## src/rtl/schwap_pkg.sv

```systemverilog
// schwap_pkg: shared types and constants for the schwap register-bank sequencer
package schwap_pkg;

    localparam int BANK_W = 4;

    // Address bits [3:2] selecting the swappable registers 12..15
    localparam logic [1:0] SCHWAP_WINDOW = 2'b11;

    typedef logic [BANK_W-1:0] bank_t;

    typedef enum logic [2:0] {
        S_INIT,
        S_IDLE,
        S_DRAIN,
        S_SETUP,
        S_PULSE,
        S_DONE
    } state_e;

endpackage

```

## src/rtl/schwap_pulse_gen.sv

```systemverilog
// schwap_pulse_gen: loadable down-counter producing a SETTLE_CYCLES-wide registered strobe
module schwap_pulse_gen #(
    parameter int SETTLE_CYCLES = 2
) (
    input  logic clk,
    input  logic reset_n,
    input  logic load_i,
    output logic pulse_o,
    output logic last_o
);

    localparam int CW = $clog2(SETTLE_CYCLES + 1);

    logic [CW-1:0] cnt_q, cnt_d;
    logic          pulse_q;

    // Reload on request, otherwise count down to zero and park there
    always_comb begin
        cnt_d = load_i ? CW'(SETTLE_CYCLES) : (cnt_q != '0 ? cnt_q - CW'(1) : cnt_q);
    end

    // Strobe is a flop so the register file sees a glitch-free edge; async clear drops it at once
    always_ff @(posedge clk or negedge reset_n) begin
        if (!reset_n) begin
            cnt_q   <= '0;
            pulse_q <= 1'b0;
        end else begin
            cnt_q   <= cnt_d;
            pulse_q <= cnt_d != '0;
        end
    end

    assign pulse_o = pulse_q;
    assign last_o  = cnt_q == CW'(1);

endmodule

```

## src/rtl/schwap_ctrl.sv

```systemverilog
// schwap_ctrl: context-switch sequencer and write gate for the schwappable register bank
module schwap_ctrl
    import schwap_pkg::*;
#(
    parameter int NUM_BANKS     = 16,
    parameter int SETTLE_CYCLES = 2
) (
    input  logic        clk,
    input  logic        reset_n,
    input  logic        swapReq,
    input  logic [3:0]  swapBank,
    output logic        swapAck,
    output logic        swapErr,
    input  logic        cpuWrite,
    input  logic [3:0]  cpuWriteAddr,
    output logic        writeOut,
    output logic        stall,
    output logic        busy,
    output logic [3:0]  curBank,
    output logic [3:0]  schwapReg,
    output logic        schwapClk
);

    state_e state_q, state_d;
    bank_t  tgt_q, tgt_d;
    bank_t  cur_q, cur_d;
    bank_t  reg_q, reg_d;
    logic   err_d;
    logic   ack_q, err_q, stall_q, busy_q;
    logic   boot_q, boot_d;
    logic   load, last, in_window, gate_state;

    schwap_pulse_gen #(
        .SETTLE_CYCLES(SETTLE_CYCLES)
    ) u_pulse (
        .clk    (clk),
        .reset_n(reset_n),
        .load_i (load),
        .pulse_o(schwapClk),
        .last_o (last)
    );

    // Next state, target latch and bank bookkeeping; the reset-time swap is not acknowledged
    always_comb begin
        state_d = state_q;
        tgt_d   = tgt_q;
        cur_d   = cur_q;
        err_d   = 1'b0;
        load    = 1'b0;
        boot_d  = (state_q == S_DONE) ? 1'b0 : boot_q;
        case (state_q)
            S_INIT: begin
                tgt_d   = '0;
                state_d = S_SETUP;
            end
            S_IDLE: begin
                if (swapReq) begin
                    if (int'(swapBank) >= NUM_BANKS) begin
                        err_d   = 1'b1;
                        state_d = S_DONE;
                    end else if (swapBank == cur_q) begin
                        state_d = S_DONE;
                    end else begin
                        tgt_d   = swapBank;
                        state_d = S_DRAIN;
                    end
                end
            end
            S_DRAIN: state_d = S_SETUP;
            S_SETUP: begin
                load    = 1'b1;
                state_d = S_PULSE;
            end
            S_PULSE: begin
                if (last) begin
                    cur_d   = tgt_q;
                    state_d = S_DONE;
                end
            end
            S_DONE:  state_d = S_IDLE;
            default: state_d = S_INIT;
        endcase
        reg_d = (state_d == S_SETUP) ? tgt_d : reg_q;
    end

    // Registered state and outputs, all forced to their safe values by reset
    always_ff @(posedge clk or negedge reset_n) begin
        if (!reset_n) begin
            state_q <= S_INIT;
            tgt_q   <= '0;
            cur_q   <= '0;
            reg_q   <= '0;
            ack_q   <= 1'b0;
            err_q   <= 1'b0;
            stall_q <= 1'b1;
            busy_q  <= 1'b1;
            boot_q  <= 1'b1;
        end else begin
            state_q <= state_d;
            tgt_q   <= tgt_d;
            cur_q   <= cur_d;
            reg_q   <= reg_d;
            ack_q   <= (state_d == S_DONE) && !boot_q;
            err_q   <= err_d;
            stall_q <= state_d != S_IDLE;
            busy_q  <= state_d != S_IDLE;
            boot_q  <= boot_d;
        end
    end

    // Write enable stays combinational so a writeback is never delayed; it is gated from registered state only
    always_comb begin
        in_window  = cpuWriteAddr >= {SCHWAP_WINDOW, 2'b00};
        gate_state = (state_q == S_SETUP) || (state_q == S_PULSE) ||
                     (state_q == S_DONE)  || (state_q == S_INIT);
        writeOut   = cpuWrite && !(gate_state && in_window);
    end

    assign swapAck   = ack_q;
    assign swapErr   = err_q;
    assign stall     = stall_q;
    assign busy      = busy_q;
    assign curBank   = cur_q;
    assign schwapReg = reg_q;

endmodule

```

## config.mk

```make
export PLATFORM = sky130hd
export DESIGN_NAME = schwap_ctrl
export DESIGN_NICKNAME = d
export VERILOG_FILES = /design/src/rtl/schwap_pkg.sv /design/src/rtl/schwap_pulse_gen.sv /design/src/rtl/schwap_ctrl.sv
export SDC_FILE = /design/constraint.sdc
export NUM_CORES = 1
export LEC_CHECK = 0
export ABC_AREA = 1
export CAP_MARGIN = 40
export CORE_MARGIN = 2
export CORE_UTILIZATION = 43
export DETAILED_ROUTE_END_ITERATION = 16
export PLACE_DENSITY = 0.74
export SYNTH_ARGS = -nofsm -noshare
export SYNTH_HDL_FRONTEND = slang
export SYNTH_SLANG_ARGS = --single-unit
```

## constraint.sdc

```tcl
create_clock -name clk -period 1.1 [get_ports clk]
set_input_delay 0.22 -clock clk [delete_from_list [all_inputs] [get_ports clk]]
set_output_delay 0.22 -clock clk [all_outputs]
set_load 0.05 [all_outputs]
```

==> impl_summary.log, run 1 <==
[metrics] result of the run: finished, violations left
[metrics] failing checks: negative setup slack
[metrics] maximum clock skew at final layout: 0.00683 ns
[metrics] Buffers & Inverters on Critical Path: 3
[metrics] multiplexer share of the synthesized area: 0%
[metrics] power per standard cell area: 2770 nW/um^2
[metrics] Yosys cell types: 24
[metrics] slowest cell on the critical path: sky130_fd_sc_hd__dfrtp_2
[metrics] top post-synthesis cells by area: sky130_fd_sc_hd__dfrtp_1 (44%), sky130_fd_sc_hd__nand2_1 (13%), sky130_fd_sc_hd__inv_1 (6.7%), sky130_fd_sc_hd__dfstp_2 (4.9%), sky130_fd_sc_hd__nand3_1 (4.7%)
[metrics] number of global-route vias before repair: 956
[metrics] top cell type by total area after synthesis: sky130_fd_sc_hd__dfrtp_1
[metrics] critical path fanouts, max: 2
[metrics] kind of critical path: flip-flop to primary output
[metrics] initial antenna violation count: 0
[metrics] total power of the final layout: 5100 uW
[metrics] Worst setup SP type: flip-flop
[metrics] setup total negative slack: -4.56 ns
[metrics] number of input and output port buffers inserted: 22
[metrics] Reg2Reg Depth: 8
[metrics] final-report setup violation count: 30
[metrics] final cycle utilization of the critical path: 144%
[metrics] final hold viol count: 0
[metrics] die outline area: 2910 sq um
[metrics] clock sinks: 21
[metrics] Layout area overhead: 71.8%
[metrics] clock tree buffer depth: 2
[metrics] wire length per cell after detailed routing: 13.4 microns
[metrics] synthesized netlist net count: 141
[metrics] Core Rows: 18
[metrics] post-synth design cell area: 1070 sq um
[metrics] series of cell instances along the critical path: buf_4 > nor3_4 > o31ai_1 > inv_2 > buf_6
[metrics] leakage power total: 0.000900 uW
[metrics] xor-xnor portion of the synthesized cell area: 0%
[metrics] Synth Area in Compound Gates: 6.31%
[metrics] final period demand of the worst path: 1.58 ns
[metrics] main combinational cell family by area after synthesis: simple AND/OR/NAND/NOR gates
[metrics] global-route wire length before repair: 3.95 mm
[metrics] most instantiated flip-flop cell in the synthesis netlist: sky130_fd_sc_hd__dfrtp_1
[metrics] # diodes: 0
[metrics] final antenna-violating net count: 0
[metrics] number of DRC violations after detailed routing: 0
[metrics] routed vias: 1033
[metrics] RD Place Congestion: 0.875
[metrics] DRC violation total after the first TritonRoute iteration: 29
[metrics] remaining global-route overflow: 0
[metrics] post-synthesis average cell area: 8.30 sq um
[metrics] worst slack at placement: -0.482 ns
[metrics] IR drop worst, VDD: 1.97 mV
[metrics] Post-Synthesis Cells: 129
[metrics] final instance area: 1840 sq um
[metrics] H-tree depth reported by CTS: 1
[metrics] die boundary width: 53.9 microns
[metrics] Hold/Removal Path Class: input port to asynchronous set/reset pin
[metrics] clock tree from TritonCTS: done
[metrics] largest stage delay on the critical path: 0.44 ns
[metrics] Synthesis Warnings: 0
[metrics] setup repair after global routing missed its margin: yes
[metrics] DR pass1 iterations: 4
[metrics] final-stage net count: 193
[metrics] Final Max Tran Viols: 0
[metrics] fraction of final layout cells sized beyond drive strength 1: 57.8%
[metrics] clock slew seen by the registers of the worst setup and hold paths: 0.12 ns
[metrics] floorplan die height: 53.9 microns
[metrics] commonest cells after routing, fill and taps aside: sky130_fd_sc_hd__nand2_1 (24), sky130_fd_sc_hd__buf_4 (19), sky130_fd_sc_hd__inv_1 (13), sky130_fd_sc_hd__buf_12 (13), sky130_fd_sc_hd__dfrtp_1 (13)
[metrics] number of violations of the max-capacitance limit: 0
[metrics] Yosys top cell area share: 44.4%
[metrics] post-synthesis async set-or-reset flop share: 100%
[metrics] capture instance of the worst register-to-register path: curBank[0]
[metrics] Core Footprint: 2410 sq um
[metrics] latest clock arrival within the worst-skew pair: 0.31 ns
[metrics] WP data arrival: 1.36 ns
[metrics] worst hold slack: 0.239 ns
[metrics] CP delay by family, top: flip-flops
[metrics] per-cell via count in the routed design: 4.92
[metrics] endpoint class of the critical path: primary output
[metrics] fraction of the mapped netlist area in simple logic gates: 32.1%
[metrics] total routing resource utilization after global routing: 19.2%
[metrics] Achievable Freq: 0.632 GHz
[metrics] number of flip-flops and latches in the synthesized netlist: 21
[metrics] effective utilization at floorplan: 44.4%
[metrics] Final Worst Setup Slack: -0.483 ns
[metrics] Post-synth EDFFs: 0
[metrics] area share of fa/ha/maj cells after synthesis: 0%
[metrics] critical path data required time: 0.88 ns
[metrics] commonest non-fill, non-tap cell in the layout: sky130_fd_sc_hd__nand2_1
[metrics] start of the worst register-to-register path: state_q[0]
[metrics] ports placed on the boundary: 26
[metrics] maximum number of pins on one net before global-route repair: 22
[metrics] proportion of synthesized chip area in sequential cells: 49.3%
[metrics] CTS root buf: sky130_fd_sc_hd__clkbuf_4
[metrics] setup slack on the worst flop-to-flop path: -0.32 ns
[metrics] detailed placement HPWL: 1.80 mm
[metrics] final wirelength: 2.82 mm
[metrics] CTS Buf Count: 3
[metrics] cell area reported after detailed placement: 1610 sq um
[metrics] hold-fix buffer count after cts: 0
synthesized netlist by cell type (2+ instances only):
library cell,instances
sky130_fd_sc_hd__nor2_1,6
sky130_fd_sc_hd__inv_1,19
sky130_fd_sc_hd__dfstp_2,2
sky130_fd_sc_hd__nor2_2,2
sky130_fd_sc_hd__buf_4,3
sky130_fd_sc_hd__inv_2,2
sky130_fd_sc_hd__o21ai_0,9
sky130_fd_sc_hd__nand4_1,4
sky130_fd_sc_hd__nand3_1,10
sky130_fd_sc_hd__nand2_2,4
sky130_fd_sc_hd__nor3_4,2
sky130_fd_sc_hd__dfrtp_1,19
sky130_fd_sc_hd__nand2_1,36
metrics by stage:
step                cells  utilization (%)
floorplan             129                -
global placement      201             66.8
detailed placement    201             66.8
CTS                   208             70.9
global route          210             76.4
finish                210             76.4
power breakdown:
group | switching, uW | total [uW] | leakage, uW | internal, uW
Clock | 237 | 373 | 0.0000177 | 136
Sequential | 300 | 1360 | 0.000263 | 1060
Combinational | 1770 | 3370 | 0.000619 | 1600
Total | 2310 | 5100 | 0.000900 | 2800
area by class of cell:
class	count	area, sq um
clock buffer	3	22.5
tap	30	37.5
timing repair buffer	51	606
clock inverter	1	5.00
multi-input combinational	81	541
inverter	23	93.8
sequential	21	536
fill	152	569
state kept, by name (all words and copies together), names as in the netlist:
register and count:
busy 1, u_pulse.cnt_q 2, state_q 3, boot_q 1, tgt_q 4, u_pulse.pulse_o 1, swapAck 1, schwapReg 4
curBank 4
kinds of logic after synthesis:
family	after synthesis
and+or+nand+nor	68
buffers and inverters	27
DFF	21
AOI/OAI and AO/OA	12
other	1
what timing repair did:
item                                    4_1_cts  5_1_grt
endpoints found under the setup margin       30       31
setup buffers                                 3        3
pin swaps                                    14        9
gates resized for setup                      18       34
how the worst max path moves through the flow:
stage	start	to	slack, ns	depth (start not counted)
floorplan	curBank[1]	swapAck	-0.21	10
global placement	swapBank[3]	swapAck	-0.45	11
detailed placement	swapBank[3]	tgt_q[3]	-0.48	10
CTS	state_q[1]	writeOut	-0.51	5
global route	state_q[0]	writeOut	-0.57	6
finish	state_q[2]	writeOut	-0.48	5
per-layer routing:
| layer | track usage, % | vias to the layer above | routed length, microns |
|---|---|---|---|
| met1 | 21.9 | 483 | 1010 |
| met4 | 8.12 | 0 | 98 |
| met3 | 4.17 | 14 | 155 |
| met2 | 34.3 | 33 | 1560 |
| met5 | 0 | - | 0 |
| li1 | - | 503 | - |
(Power assumes the default switching activity.)
==> run 2: changes to the inputs <==
- CORE_UTILIZATION: 43 -> 55
- CTS_BUF_LIST: default -> sky130_fd_sc_hd__clkbuf_8
- DONT_BUFFER_PORTS: default -> 1
- PLACE_DENSITY: 0.74 -> 0.73
==> run 2 against run 1 <==
Net effect: the run still ends with negative setup slack left; global-route usage increased by 5.4 points; critical path type unchanged; largest cell class is now multi-input combinational cells; flip-flop and latch count unchanged; combinational power decreased by 13%; clock power increased by 38%; critical endpoint unchanged.
==> impl_summary.log, run 2 (synthesis results as in run 1) <==
[metrics] result of the run: finished, violations left
[metrics] failing checks: negative setup slack
[metrics] WP data arrival: 1.24 ns (-0.12 ns)
[metrics] final hold viol count: 0 (unchanged)
[metrics] CTS Buf Count: 3 (unchanged)
[metrics] largest stage delay on the critical path: 0.48 ns (+0.04 ns)
[metrics] slowest cell on the critical path: sky130_fd_sc_hd__dfrtp_2
[metrics] final antenna-violating net count: 0 (unchanged)
[metrics] final-report setup violation count: 25 (-17%)
[metrics] total power of the final layout: 4870 uW (-4.6%)
[metrics] Final Max Tran Viols: 0 (unchanged)
[metrics] final instance area: 1590 sq um (-14%)
[metrics] commonest cells after routing, fill and taps aside: sky130_fd_sc_hd__nand2_1 (24), sky130_fd_sc_hd__buf_4 (14), sky130_fd_sc_hd__buf_6 (13)
[metrics] remaining global-route overflow: 0 (unchanged)
[metrics] Final Worst Setup Slack: -0.364 ns (+0.119 ns)
[metrics] CTS root buf: sky130_fd_sc_hd__clkbuf_8
[metrics] die boundary width: 48.1 microns (-11%)
[metrics] kind of critical path: flip-flop to primary output
[metrics] Layout area overhead: 48.2%
[metrics] cell area reported after detailed placement: 1240 sq um (-23%)
[metrics] setup total negative slack: -4.90 ns (-0.337 ns)
[metrics] clock sinks: 21 (unchanged)
[metrics] maximum clock skew at final layout: 0.00382 ns (-0.00302 ns)
[metrics] total routing resource utilization after global routing: 24.6% (+5.4 points)
[metrics] final-stage net count: 173 (-10%)
[metrics] final cycle utilization of the critical path: 133% (-11 points)
[metrics] power per standard cell area: 3070 nW/um^2 (+11%)
[metrics] ports placed on the boundary: 26 (unchanged)
[metrics] Layout Cells excl Fill: 185 (-12%)
[metrics] Hold/Removal Path Class: input port to flip-flop
[metrics] RD Place Congestion: 0.861 (-1.6%)
[metrics] Reg2Reg Depth: 9 (+1)
[metrics] Core Footprint: 1780 sq um (-26%)
[metrics] CP delay by family, top: flip-flops
[metrics] routed vias: 1023 (-0.97%)
[metrics] wire length per cell after detailed routing: 16.4 microns (+22%)
[metrics] Post-Place Cells: 171 (-15%)
[metrics] clock tree from TritonCTS: done
[metrics] DRC violation total after the first TritonRoute iteration: 22 (-24%)
[metrics] maximum number of pins on one net before global-route repair: 22 (unchanged)
[metrics] series of cell instances along the critical path: nor3_4 > o31ai_2 > inv_2
[metrics] Worst Min Path Start: swapReq
[metrics] latest clock arrival within the worst-skew pair: 0.26 ns (-0.05 ns)
[metrics] Buffers & Inverters on Critical Path: 1 (-2)
[metrics] number of cells on the worst hold path: 2
[metrics] end point of the most critical hold path: state_q[2]
[metrics] Achievable Freq: 0.683 GHz (+8.2%)
[metrics] endpoint class of the critical path: primary output
[metrics] critical path data required time: 0.88 ns (about the same)
[metrics] leakage power total: 0.000759 uW (-16%)
[metrics] commonest non-fill, non-tap cell in the layout: sky130_fd_sc_hd__nand2_1
[metrics] start of the worst register-to-register path: state_q[2]
[metrics] number of global-route vias before repair: 940 (-1.7%)
[metrics] H-tree depth reported by CTS: 1 (unchanged)
[metrics] Core Rows: 15 (-3)
[metrics] final wirelength: 3.03 mm (+7.2%)
[metrics] final period demand of the worst path: 1.46 ns (-0.119 ns)
[metrics] fraction of final layout cells sized beyond drive strength 1: 62.5% (+4.7 points)
[metrics] clock slew seen by the registers of the worst setup and hold paths: 0.08 ns (-0.04 ns)
[metrics] Worst setup SP type: flip-flop
[metrics] number of violations of the max-capacitance limit: 0 (unchanged)
[metrics] IR drop worst, VDD: 1.84 mV (-6.7%)
[metrics] per-cell via count in the routed design: 5.53 (+12%)
[metrics] die outline area: 2320 sq um (-20%)
[metrics] initial antenna violation count: 0 (unchanged)
[metrics] setup slack on the worst flop-to-flop path: -0.34 ns (-0.02 ns)
[metrics] critical path fanouts, max: 4 (+2)
[metrics] capture instance of the worst register-to-register path: swapAck
[metrics] effective utilization at floorplan: 60.1% (+16 points)
[metrics] # diodes: 0 (unchanged)
[metrics] global-route wire length before repair: 3.88 mm (-1.9%)
[metrics] clock tree buffer depth: 2 (unchanged)
[metrics] number of input and output port buffers inserted: 0 (-100%)
[metrics] floorplan die height: 48.1 microns (-11%)
[metrics] number of DRC violations after detailed routing: 0 (unchanged)
[metrics] setup repair after global routing missed its margin: yes
[metrics] detailed placement HPWL: 1.65 mm (-8.6%)
[metrics] final core occ: 89.1% (+13 points)
[metrics] DR pass1 iterations: 4 (unchanged)
[run 2: worst max-delay path by stage]
stage | from | endpoint | slack [ns] | depth (start not counted)
floorplan | curBank[1] | swapAck | -0.21 | 10
global placement | state_q[2] | writeOut | -0.15 | 4
CTS | state_q[2] | writeOut | -0.42 | 4
detailed placement | state_q[2] | writeOut | -0.19 | 4
finish | state_q[1] | writeOut | -0.36 | 3
global route | state_q[2] | writeOut | -0.45 | 4
[run 2: cell type report]
cell class	instances	area, sq um
multi-input cells	81	559
flip-flops and latches	21	541
repair buffers	31	317
fillers	77	195
inverters	23	93.8
clock buffers	3	41.3
well taps	25	31.3
clock inverters	1	5.00
[run 2: stage by stage]
stage / hold WS, ns / setup WS (ns)
CTS: 0.133 / -0.423
detailed placement: -0.0752 / -0.194
finish: 0.135 / -0.364
floorplan: -0.0756 / -0.206
global placement: -0.0750 / -0.151
global route: 0.128 / -0.445
[run 2: power by group]
group	internal, uW	switching (uW)	total (uW)
clock	253	263	516
sequential	1070	368	1430
combinational	1210	1710	2920
[run 2: worst reg2reg max path, delay by kind of cell (launching register included)]
| family | cells | cell delay (ns) |
|---|---|---|
| buffers and inverters | 4 | 0.47 |
| flip-flops | 1 | 0.46 |
| AND/OR/NAND/NOR | 5 | 0.40 |
[run 2: what timing repair did]
item,CTS,global route
hold buffers,1,0
pin swaps,8,11
setup buffers,2,6
endpoints found under the setup margin,27,23
hold endpoints to repair,21,0
resized for setup,27,37
[run 2: per-layer routing]
| layer | vias up | global-route usage [%] | share of wire (%) | wire [microns] |
|---|---|---|---|---|
| met5 | - | 0 | 0 | 0 |
| met4 | 0 | 11.4 | 3.6 | 108 |
| met3 | 13 | 4.07 | 5.5 | 166 |
| met2 | 48 | 44.5 | 54 | 1640 |
| met1 | 496 | 28.2 | 37 | 1110 |
| li1 | 466 | - | - | - |
